### src/rtl/mem_arbiter_if.sv
// Bus bundle between the two memory requesters, the arbiter and the shared memory.
// The arbiter takes the slave view; the requesters/memory side take the master view.
interface mem_arbiter_if #(
  parameter int unsigned ADDR_W = 8,
  parameter int unsigned DATA_W = 8
);
  logic              req0;
  logic              req1;
  logic              we0;
  logic              we1;
  logic [ADDR_W-1:0] addr0;
  logic [ADDR_W-1:0] addr1;
  logic [DATA_W-1:0] wdata0;
  logic [DATA_W-1:0] wdata1;
  logic              gnt0;
  logic              gnt1;
  logic              rvalid0;
  logic              rvalid1;
  logic [DATA_W-1:0] rdata0;
  logic [DATA_W-1:0] rdata1;
  logic [ADDR_W-1:0] mem_addr;
  logic [DATA_W-1:0] mem_wdata;
  logic              mem_we;
  logic [DATA_W-1:0] mem_rdata;
  logic [1:0]        owner;

  modport slave (
    input  req0, req1, we0, we1, addr0, addr1, wdata0, wdata1, mem_rdata,
    output gnt0, gnt1, rvalid0, rvalid1, rdata0, rdata1, mem_addr, mem_wdata, mem_we, owner
  );

  modport master (
    output req0, req1, we0, we1, addr0, addr1, wdata0, wdata1, mem_rdata,
    input  gnt0, gnt1, rvalid0, rvalid1, rdata0, rdata1, mem_addr, mem_wdata, mem_we, owner
  );
endinterface

### src/rtl/mem_arbiter.sv
// Two-port arbiter in front of a single-ported memory: one access per cycle, zero-latency
// grant, registered read return, and a hold limit that bounds bursts under contention.
module mem_arbiter #(
  parameter int unsigned ADDR_W   = 8,
  parameter int unsigned DATA_W   = 8,
  parameter int unsigned MAX_HOLD = 4
) (
  input logic          clk,
  input logic          rst_n,
  mem_arbiter_if.slave bus
);

  typedef enum logic [1:0] {
    StIdle = 2'd0,
    StOwn0 = 2'd1,
    StOwn1 = 2'd2
  } owner_e;

  localparam logic [3:0] HoldLimit = 4'(MAX_HOLD);

  owner_e            owner_q, owner_d, new_owner;
  logic              last_q, last_d;
  logic [3:0]        hold_cnt_q, hold_cnt_d;
  logic [ADDR_W-1:0] addr_q;
  logic [DATA_W-1:0] wdata_q;
  logic              rvalid0_q, rvalid1_q;
  logic [DATA_W-1:0] rdata0_q, rdata1_q;
  logic              gnt0, gnt1, hold_ok;
  logic              rd0, rd1;

  assign hold_ok = hold_cnt_q < HoldLimit;

  always_comb begin
    gnt0 = 1'b0;
    gnt1 = 1'b0;
    unique case (owner_q)
      StOwn0: begin
        if (bus.req0 && (!bus.req1 || hold_ok)) gnt0 = 1'b1;
        else if (bus.req1)                      gnt1 = 1'b1;
      end
      StOwn1: begin
        if (bus.req1 && (!bus.req0 || hold_ok)) gnt1 = 1'b1;
        else if (bus.req0)                      gnt0 = 1'b1;
      end
      default: begin
        // Idle tie-break favours the port that was not granted last.
        if (bus.req0 && bus.req1) begin
          gnt0 = last_q;
          gnt1 = !last_q;
        end else begin
          gnt0 = bus.req0;
          gnt1 = bus.req1;
        end
      end
    endcase
    if (!rst_n) begin
      gnt0 = 1'b0;
      gnt1 = 1'b0;
    end
  end

  always_comb begin
    owner_d    = owner_q;
    last_d     = last_q;
    hold_cnt_d = hold_cnt_q;
    new_owner  = gnt0 ? StOwn0 : StOwn1;
    if (gnt0 || gnt1) begin
      if (new_owner == owner_q) begin
        hold_cnt_d = (hold_cnt_q == 4'hF) ? hold_cnt_q : hold_cnt_q + 4'd1;
      end else begin
        owner_d    = new_owner;
        hold_cnt_d = 4'd1;
        last_d     = gnt1;
      end
    end else begin
      owner_d    = StIdle;
      hold_cnt_d = 4'd0;
    end
  end

  assign rd0 = gnt0 && !bus.we0;
  assign rd1 = gnt1 && !bus.we1;

  always_ff @(posedge clk or negedge rst_n) begin
    if (!rst_n) begin
      owner_q    <= StIdle;
      last_q     <= 1'b1;
      hold_cnt_q <= 4'd0;
      addr_q     <= '0;
      wdata_q    <= '0;
      rvalid0_q  <= 1'b0;
      rvalid1_q  <= 1'b0;
      rdata0_q   <= '0;
      rdata1_q   <= '0;
    end else begin
      owner_q    <= owner_d;
      last_q     <= last_d;
      hold_cnt_q <= hold_cnt_d;
      addr_q     <= bus.mem_addr;
      wdata_q    <= bus.mem_wdata;
      rvalid0_q  <= rd0;
      rvalid1_q  <= rd1;
      if (rd0) rdata0_q <= bus.mem_rdata;
      if (rd1) rdata1_q <= bus.mem_rdata;
    end
  end

  // Without a grant the memory bus parks on the last granted access.
  assign bus.mem_addr  = gnt0 ? bus.addr0  : (gnt1 ? bus.addr1  : addr_q);
  assign bus.mem_wdata = gnt0 ? bus.wdata0 : (gnt1 ? bus.wdata1 : wdata_q);
  assign bus.mem_we    = (gnt0 && bus.we0) || (gnt1 && bus.we1);

  assign bus.gnt0    = gnt0;
  assign bus.gnt1    = gnt1;
  assign bus.rvalid0 = rvalid0_q;
  assign bus.rvalid1 = rvalid1_q;
  assign bus.rdata0  = rdata0_q;
  assign bus.rdata1  = rdata1_q;
  assign bus.owner   = owner_q;

endmodule

### src/flat_wrapper.sv
// flat-port wrapper written by rule: the top's interface ports become plain ports
module mem_arbiter_flat 
#(
  parameter int unsigned ADDR_W   = 8,
  parameter int unsigned DATA_W   = 8,
  parameter int unsigned MAX_HOLD = 4
)
  (clk, rst_n, bus_req0, bus_req1, bus_we0, bus_we1, bus_addr0, bus_addr1, bus_wdata0, bus_wdata1, bus_mem_rdata, bus_gnt0, bus_gnt1, bus_rvalid0, bus_rvalid1, bus_rdata0, bus_rdata1, bus_mem_addr, bus_mem_wdata, bus_mem_we, bus_owner);
  mem_arbiter_if #(.ADDR_W(ADDR_W), .DATA_W(DATA_W)) bus_i ();
  input logic clk;
  input logic rst_n;
  input wire logic [$bits(bus_i.req0)-1:0] bus_req0;
  input wire logic [$bits(bus_i.req1)-1:0] bus_req1;
  input wire logic [$bits(bus_i.we0)-1:0] bus_we0;
  input wire logic [$bits(bus_i.we1)-1:0] bus_we1;
  input wire logic [$bits(bus_i.addr0)-1:0] bus_addr0;
  input wire logic [$bits(bus_i.addr1)-1:0] bus_addr1;
  input wire logic [$bits(bus_i.wdata0)-1:0] bus_wdata0;
  input wire logic [$bits(bus_i.wdata1)-1:0] bus_wdata1;
  input wire logic [$bits(bus_i.mem_rdata)-1:0] bus_mem_rdata;
  output wire logic [$bits(bus_i.gnt0)-1:0] bus_gnt0;
  output wire logic [$bits(bus_i.gnt1)-1:0] bus_gnt1;
  output wire logic [$bits(bus_i.rvalid0)-1:0] bus_rvalid0;
  output wire logic [$bits(bus_i.rvalid1)-1:0] bus_rvalid1;
  output wire logic [$bits(bus_i.rdata0)-1:0] bus_rdata0;
  output wire logic [$bits(bus_i.rdata1)-1:0] bus_rdata1;
  output wire logic [$bits(bus_i.mem_addr)-1:0] bus_mem_addr;
  output wire logic [$bits(bus_i.mem_wdata)-1:0] bus_mem_wdata;
  output wire logic [$bits(bus_i.mem_we)-1:0] bus_mem_we;
  output wire logic [$bits(bus_i.owner)-1:0] bus_owner;
  assign bus_i.req0 = bus_req0;
  assign bus_i.req1 = bus_req1;
  assign bus_i.we0 = bus_we0;
  assign bus_i.we1 = bus_we1;
  assign bus_i.addr0 = bus_addr0;
  assign bus_i.addr1 = bus_addr1;
  assign bus_i.wdata0 = bus_wdata0;
  assign bus_i.wdata1 = bus_wdata1;
  assign bus_i.mem_rdata = bus_mem_rdata;
  assign bus_gnt0 = bus_i.gnt0;
  assign bus_gnt1 = bus_i.gnt1;
  assign bus_rvalid0 = bus_i.rvalid0;
  assign bus_rvalid1 = bus_i.rvalid1;
  assign bus_rdata0 = bus_i.rdata0;
  assign bus_rdata1 = bus_i.rdata1;
  assign bus_mem_addr = bus_i.mem_addr;
  assign bus_mem_wdata = bus_i.mem_wdata;
  assign bus_mem_we = bus_i.mem_we;
  assign bus_owner = bus_i.owner;
  mem_arbiter #(.ADDR_W(ADDR_W), .DATA_W(DATA_W), .MAX_HOLD(MAX_HOLD)) u_core (.clk(clk), .rst_n(rst_n), .bus(bus_i));
endmodule
### config.mk
export PLATFORM = sky130hd
export DESIGN_NAME = mem_arbiter_flat
export DESIGN_NICKNAME = d
export VERILOG_FILES = /design/src/rtl/mem_arbiter_if.sv /design/src/rtl/mem_arbiter.sv /design/src/flat_wrapper.sv
export SDC_FILE = /design/constraint.sdc
export NUM_CORES = 1
export LEC_CHECK = 0
export BUFFER_PORTS_ARGS = -buffer_cell sky130_fd_sc_hd__buf_2
export CAP_MARGIN = 0
export CELL_PAD_IN_SITES_DETAIL_PLACEMENT = 0
export CELL_PAD_IN_SITES_GLOBAL_PLACEMENT = 1
export CORE_MARGIN = 3
export CORE_UTILIZATION = 39
export CTS_CLUSTER_DIAMETER = 150
export DETAILED_ROUTE_END_ITERATION = 8
export GPL_TIMING_DRIVEN = 0
export PLACE_DENSITY_LB_ADDON = 0.3
export SYNTH_ARGS = -nofsm -noshare
export SYNTH_HDL_FRONTEND = slang
export SYNTH_SLANG_ARGS = --single-unit
### constraint.sdc
create_clock -name clk -period 4.6 [get_ports clk]
set_input_delay 0.92 -clock clk [delete_from_list [all_inputs] [get_ports clk]]
set_output_delay 0.92 -clock clk [all_outputs]
set_load 0.005 [all_outputs]
======== Word-level counts from Yosys, hierarchy flattened ========
Cells that the tools add are included.
word-level totals
  input port bits ......................... 46
  output and inout port bits .............. 39
  register bits ........................... 41
  word-level logic and storage cells ...... 57
operators by class
  equal/unequal tests ..................... 6
  magnitude comparators ................... 1
  add/subtract/negate cells ............... 1
  multiplexer cells ....................... 22
  bitwise operators ....................... 1
  reductions and logical operators ........ 17
operators with widths
  operator             count
  $mux 8               4
  $mux 4               3
  $mux 1               10
  $logic_and 1x1->1    7
  $mux 2               3
  $logic_not 1->1      5
  $add 4x1->4 const B  1
  $eq 4x4->1 const B   1
  $logic_or 1x1->1     4
  $lt 4x3->1 const B   1
  $pmux 1 s2           2
  $ne 3x3->1 const B   1
  $eq 2x1->1 const B   1
  $eq 2x2->1           1
  $eq 2x2->1 const B   1
  $ne 2x2->1 const B   1
  $reduce_and 2->1     1
  $not 1->1            1

======== Logic depth before layout (Yosys ltp) ========
  depth in word-level cells ............... 10
  mapped depth ............................ 9

======== Least setup slack after synthesis ========
OpenSTA, ideal clock, no wires.
  path type ............................... input -> output
  start point ............................. in bus_req0
  end point ............................... out bus_mem_addr[0]
  setup slack ............................. 1.410 ns
  stages on the path ...................... 6
  arrival time ............................ 2.270 ns
  path through ............................ clkinv_2 or3_4 o32ai_4 nor2_2 buf_6 a221o_1
between the ends
  cells in the longest elaborated chain, start to end .. 8
  elaborated cells on any way between the ends .. 18
  those cells by class .................... mux: 13; reduce/logical: 5
ends and longest elaborated chain
  element             line                text
  start: declaration  flat_wrapper.sv:12  input wire logic [$bits(bus_i.req0)-1:0] bus_req0;
  $logic_not 1->1     mem_arbiter.sv:42   if (bus.req1 && (!bus.req0 || hold_ok)) gnt1 = 1'b1;
  $logic_or 1x1->1    mem_arbiter.sv:42
  $logic_and 1x1->1   mem_arbiter.sv:42
  $mux 1              mem_arbiter.sv:42
  $pmux 1 s2          mem_arbiter.sv:36   unique case (owner_q)
  $mux 1              mem_arbiter.sv:56   if (!rst_n) begin
  $mux 8              mem_arbiter.sv:109  assign bus.mem_addr = gnt0 ? bus.addr0 : (gnt1 ? bus.addr1 : addr_q);
  $mux 8 *            mem_arbiter.sv:109
  end: declaration    flat_wrapper.sv:27  output wire logic [$bits(bus_i.mem_addr)-1:0] bus_mem_addr;
Mark *: on every way between the ends. The rest lies on a longest branch, timed or not.

======== Worst setup path after layout ========
  start point ............................. in rst_n
  end point ............................... out bus_mem_addr[0]
between the ends
  cells in the longest elaborated chain, start to end .. 3
  elaborated cells on any way between the ends .. 4
  those cells by class .................... mux: 4
ends and longest elaborated chain
  element             line                text
  start: declaration  flat_wrapper.sv:11  input logic rst_n;
  $mux 1              mem_arbiter.sv:56
  $mux 8              mem_arbiter.sv:109
  $mux 8 *            mem_arbiter.sv:109
Marks and branches as above.

==> qor.yml <==
run_status:
  status: "completed"
grt:
  grt_remaining_overflow: 0
  grt_pass1_vias: 1522
  grt_start_max_net_pins: 45
  first_pass_grt_wire_length_um: 7100
  gr-usage-all-layers: 0.153
  antenna_found_initial: 0
yosys:
  main_combinational_cell_family_by_area_after_synthesis: "compound AO/OA/AOI/OAI gates"
  async_flop_share: 1.00
  yosys.area_share.adder: 0.0195
  synth_simple_gate_area_share: 0.114
  synthXorXnorAreaFrac: 0.00455
  post_synth_mux_area_share: 0.109
  netlist_area_um2: 1930
  synth.yosys.seq_area_share: 0.533
  yosysUniqueCellTypes: 41
  syn_area_per_cell_um2: 13.2
  number_of_standard_cells_after_synthesis: 146
  syn_nets: 195
  postSynthRegisterBits: 41
  yosys_warning_count: 0
  synth_compound_gate_area_share: 0.179
  ys_dominant_reg_cell: "dfrtp_1"
  edff_count_synth: 0
clock_network:
  tritoncts.num_buffers: 5
  ctsHtreeMaxLevel: 2
  cts.path.max_buffers: 2
  clk_pin_slew_ns: 0.08
  postCtsHoldBufs: 0
  clk_root_buffer_cell: "clkbuf_8"
  worst_skew_pair_later_pin_latency_ns: 0.30
  tritoncts: "done"
  cts_sinks: 41
sta:
  report.final.hold_viol_count: 0
  period_needed_ns: 4.12
  final.setup.worst_slack_ns: 0.484
  timing.final.max_slew_violations: 0
  fin_crit_sh: 0.895
  grt_setup_unrepaired: "no"
  fin_tns_setup_ns: 0
  relSlewSlack: 0.612
  fmax_mhz: 243
  finalSetupViolations: 0
  clock-skew-final_ns: 0.00841
  worst_slew_pin_slew_ns: 0.581
finish:
  layout.cells.most_common_list: "buf_2 (83), dfrtp_1 (40), and2_1 (16)"
  finish.cell_count_without_fillers: 303
  num-nets-final: 286
  multiInputGateArea_um2: 822
  post_route_cells_drive_above_1_share: 0.508
  areaGrowthSynthToFinish_pct: 30.9
  fillerInstances: 434
  num_antenna_cells: 0
  regArea_um2: 1030
  postLayoutCellArea_um2: 2520
  final_common_cell: "buf_2"
critical_path:
  r2r-end: "u_core.bus.rdata0[2]"
  capturing_instance_or_port_of_the_critical_path: "bus_mem_addr[0]"
  critPathKind: "input pin to primary output"
  crit_path_end_kind: "primary output"
  critPathLaunch: "rst_n"
  rrSetupSlack_ns: 2.04
  critPathRequiredTime_ns: 3.68
  endpoint_arrival_time_on_the_critical_path_ns: 3.20
  worstReg2RegStart: "u_core.bus.owner[0]"
  reg2reg_depth: 7
  start_kind: "input pin"
  path_max_fanout: 44
place:
  post-dp-hpwl_um: 3270
  place.port_buffers: 84
  gpl.final_weighted_congestion: 0.753
  post-place-ws_ns: 0.109
  placed_cell_area_um2: 2430
  placedCellCount: 295
power:
  ir_drop_mv: 0.296
  totalPowerFinal_mw: 1.30
  power.leakage_nw: 1.24
  pwr_density_cell_nw_per_um2: 514
die:
  die_width_um: 76.3
  die_h_um: 76.3
  floorplan.core_area_um2: 4560
  die_area_um2: 5820
  row_count: 24
  initial_core_utilization: 0.422
  top_level_ports: 85
route:
  drc: 0
  drt_first_pass_iters: 2
  drt-vias-per-instance: 4.98
  remaining_number_of_nets_flagged_by_the_antenna_check_after_routing: 0
  vias: 1508
  iteration_0_drc_markers: 84
  wl_per_cell_um: 14.0
  routed_wirelength_um: 4260
run:
  drv_cap: 0
hold_path:
  hold_class: "flip-flop to flip-flop"
==> registers in the layout (all words and copies together) (netlist names) <==
name,cells
u_core.last_q,1
u_core.bus.rdata1,8
u_core.bus.rdata0,8
u_core.hold_cnt_q,4
u_core.bus.owner,2
u_core.addr_q,8
u_core.bus.rvalid0,1
u_core.wdata_q,8
u_core.bus.rvalid1,1
==> per-stage QoR <==
step / hold slack [ns] / util
CTS: 0.489 / 0.552
finish: 0.487 / 0.552
global route: 0.495 / 0.552
floorplan: 0.483 / -
detailed placement: 0.470 / 0.532
global placement: 0.464 / 0.532
==> cell usage after synthesis, types with 2 or more instances <==
| cell | number | share of area |
|---|---|---|
| or3_4 | 2 | 0.012 |
| a21oi_1 | 3 | 0.0078 |
| mux2_2 | 8 | 0.047 |
| nor2_1 | 2 | 0.0039 |
| a221oi_2 | 2 | 0.016 |
| mux2i_1 | 3 | 0.016 |
| ha_1 | 3 | 0.019 |
| nor2_2 | 3 | 0.0097 |
| buf_6 | 3 | 0.018 |
| and2_1 | 16 | 0.052 |
| a221o_1 | 15 | 0.078 |
| inv_1 | 6 | 0.012 |
| mux2_1 | 8 | 0.047 |
| dfrtp_1 | 40 | 0.52 |
| nand2_1 | 4 | 0.0078 |
| nand3_1 | 3 | 0.0078 |
==> power breakdown <==
part | switching, mW | internal, mW | leakage, nW | total (mW)
Clock | 0.126 | 0.107 | 0.0481 | 0.233
Sequential | 0.0653 | 0.514 | 0.510 | 0.579
Combinational | 0.217 | 0.267 | 0.685 | 0.484
Total | 0.408 | 0.888 | 1.24 | 1.30
==> kinds of logic after synthesis <==
group | after synthesis
flops | 41
compound gates | 34
buf+inv | 13
simple gates | 35
fa+ha+maj | 3
mux | 19
xor+xnor | 1
==> worst max-delay path: stages <==
cell	delay (ns)
clkbuf_4	0.47
inv_1	0.20
or3_4	0.38
o32ai_4	0.39
nor2_2	0.17
buf_6	0.18
a221o_1	0.32
buf_2	0.14
==> layer usage <==
metal / share of wire / vias to the layer above / track usage / routed length (um)
met1: 0.44 / 724 / 0.187 / 1860
met4: 0.011 / 0 / 0.0435 / 46
met5: 0 / - / 0 / 0
met2: 0.49 / 37 / 0.254 / 2090
li1: - / 739 / - / -
met3: 0.061 / 8 / 0.0544 / 261
==> worst min path at each step <==
stage                         startpoint  slack (ns)              endpoint  cells past startpoint
finish              u_core.bus.rdata0[3]        0.49  u_core.bus.rdata0[3]                      1
global route        u_core.bus.rdata0[3]        0.50  u_core.bus.rdata0[3]                      1
CTS                 u_core.bus.rdata0[3]        0.49  u_core.bus.rdata0[3]                      1
detailed placement  u_core.bus.rdata0[3]        0.47  u_core.bus.rdata0[3]                      1
global placement    u_core.bus.rdata0[1]        0.46  u_core.bus.rdata0[1]                      1
floorplan           u_core.bus.rdata0[0]        0.48  u_core.bus.rdata0[0]                      1
==> layout make-up <==
cell class	count	area share
Sequential cell	41	0.407
Multi-Input combinational cell	92	0.326
Timing Repair Buffer	84	0.168
Tap cell	65	0.0323
Clock buffer	5	0.0273
Buffer	5	0.0179
Inverter	8	0.0124
Clock inverter	3	0.00893
==> repair_timing <==
action                                  CTS  global route
setup buffers                             0             0
endpoints found under the setup margin    0            14
gates resized for setup                   0             1
(Power assumes the default switching activity.)
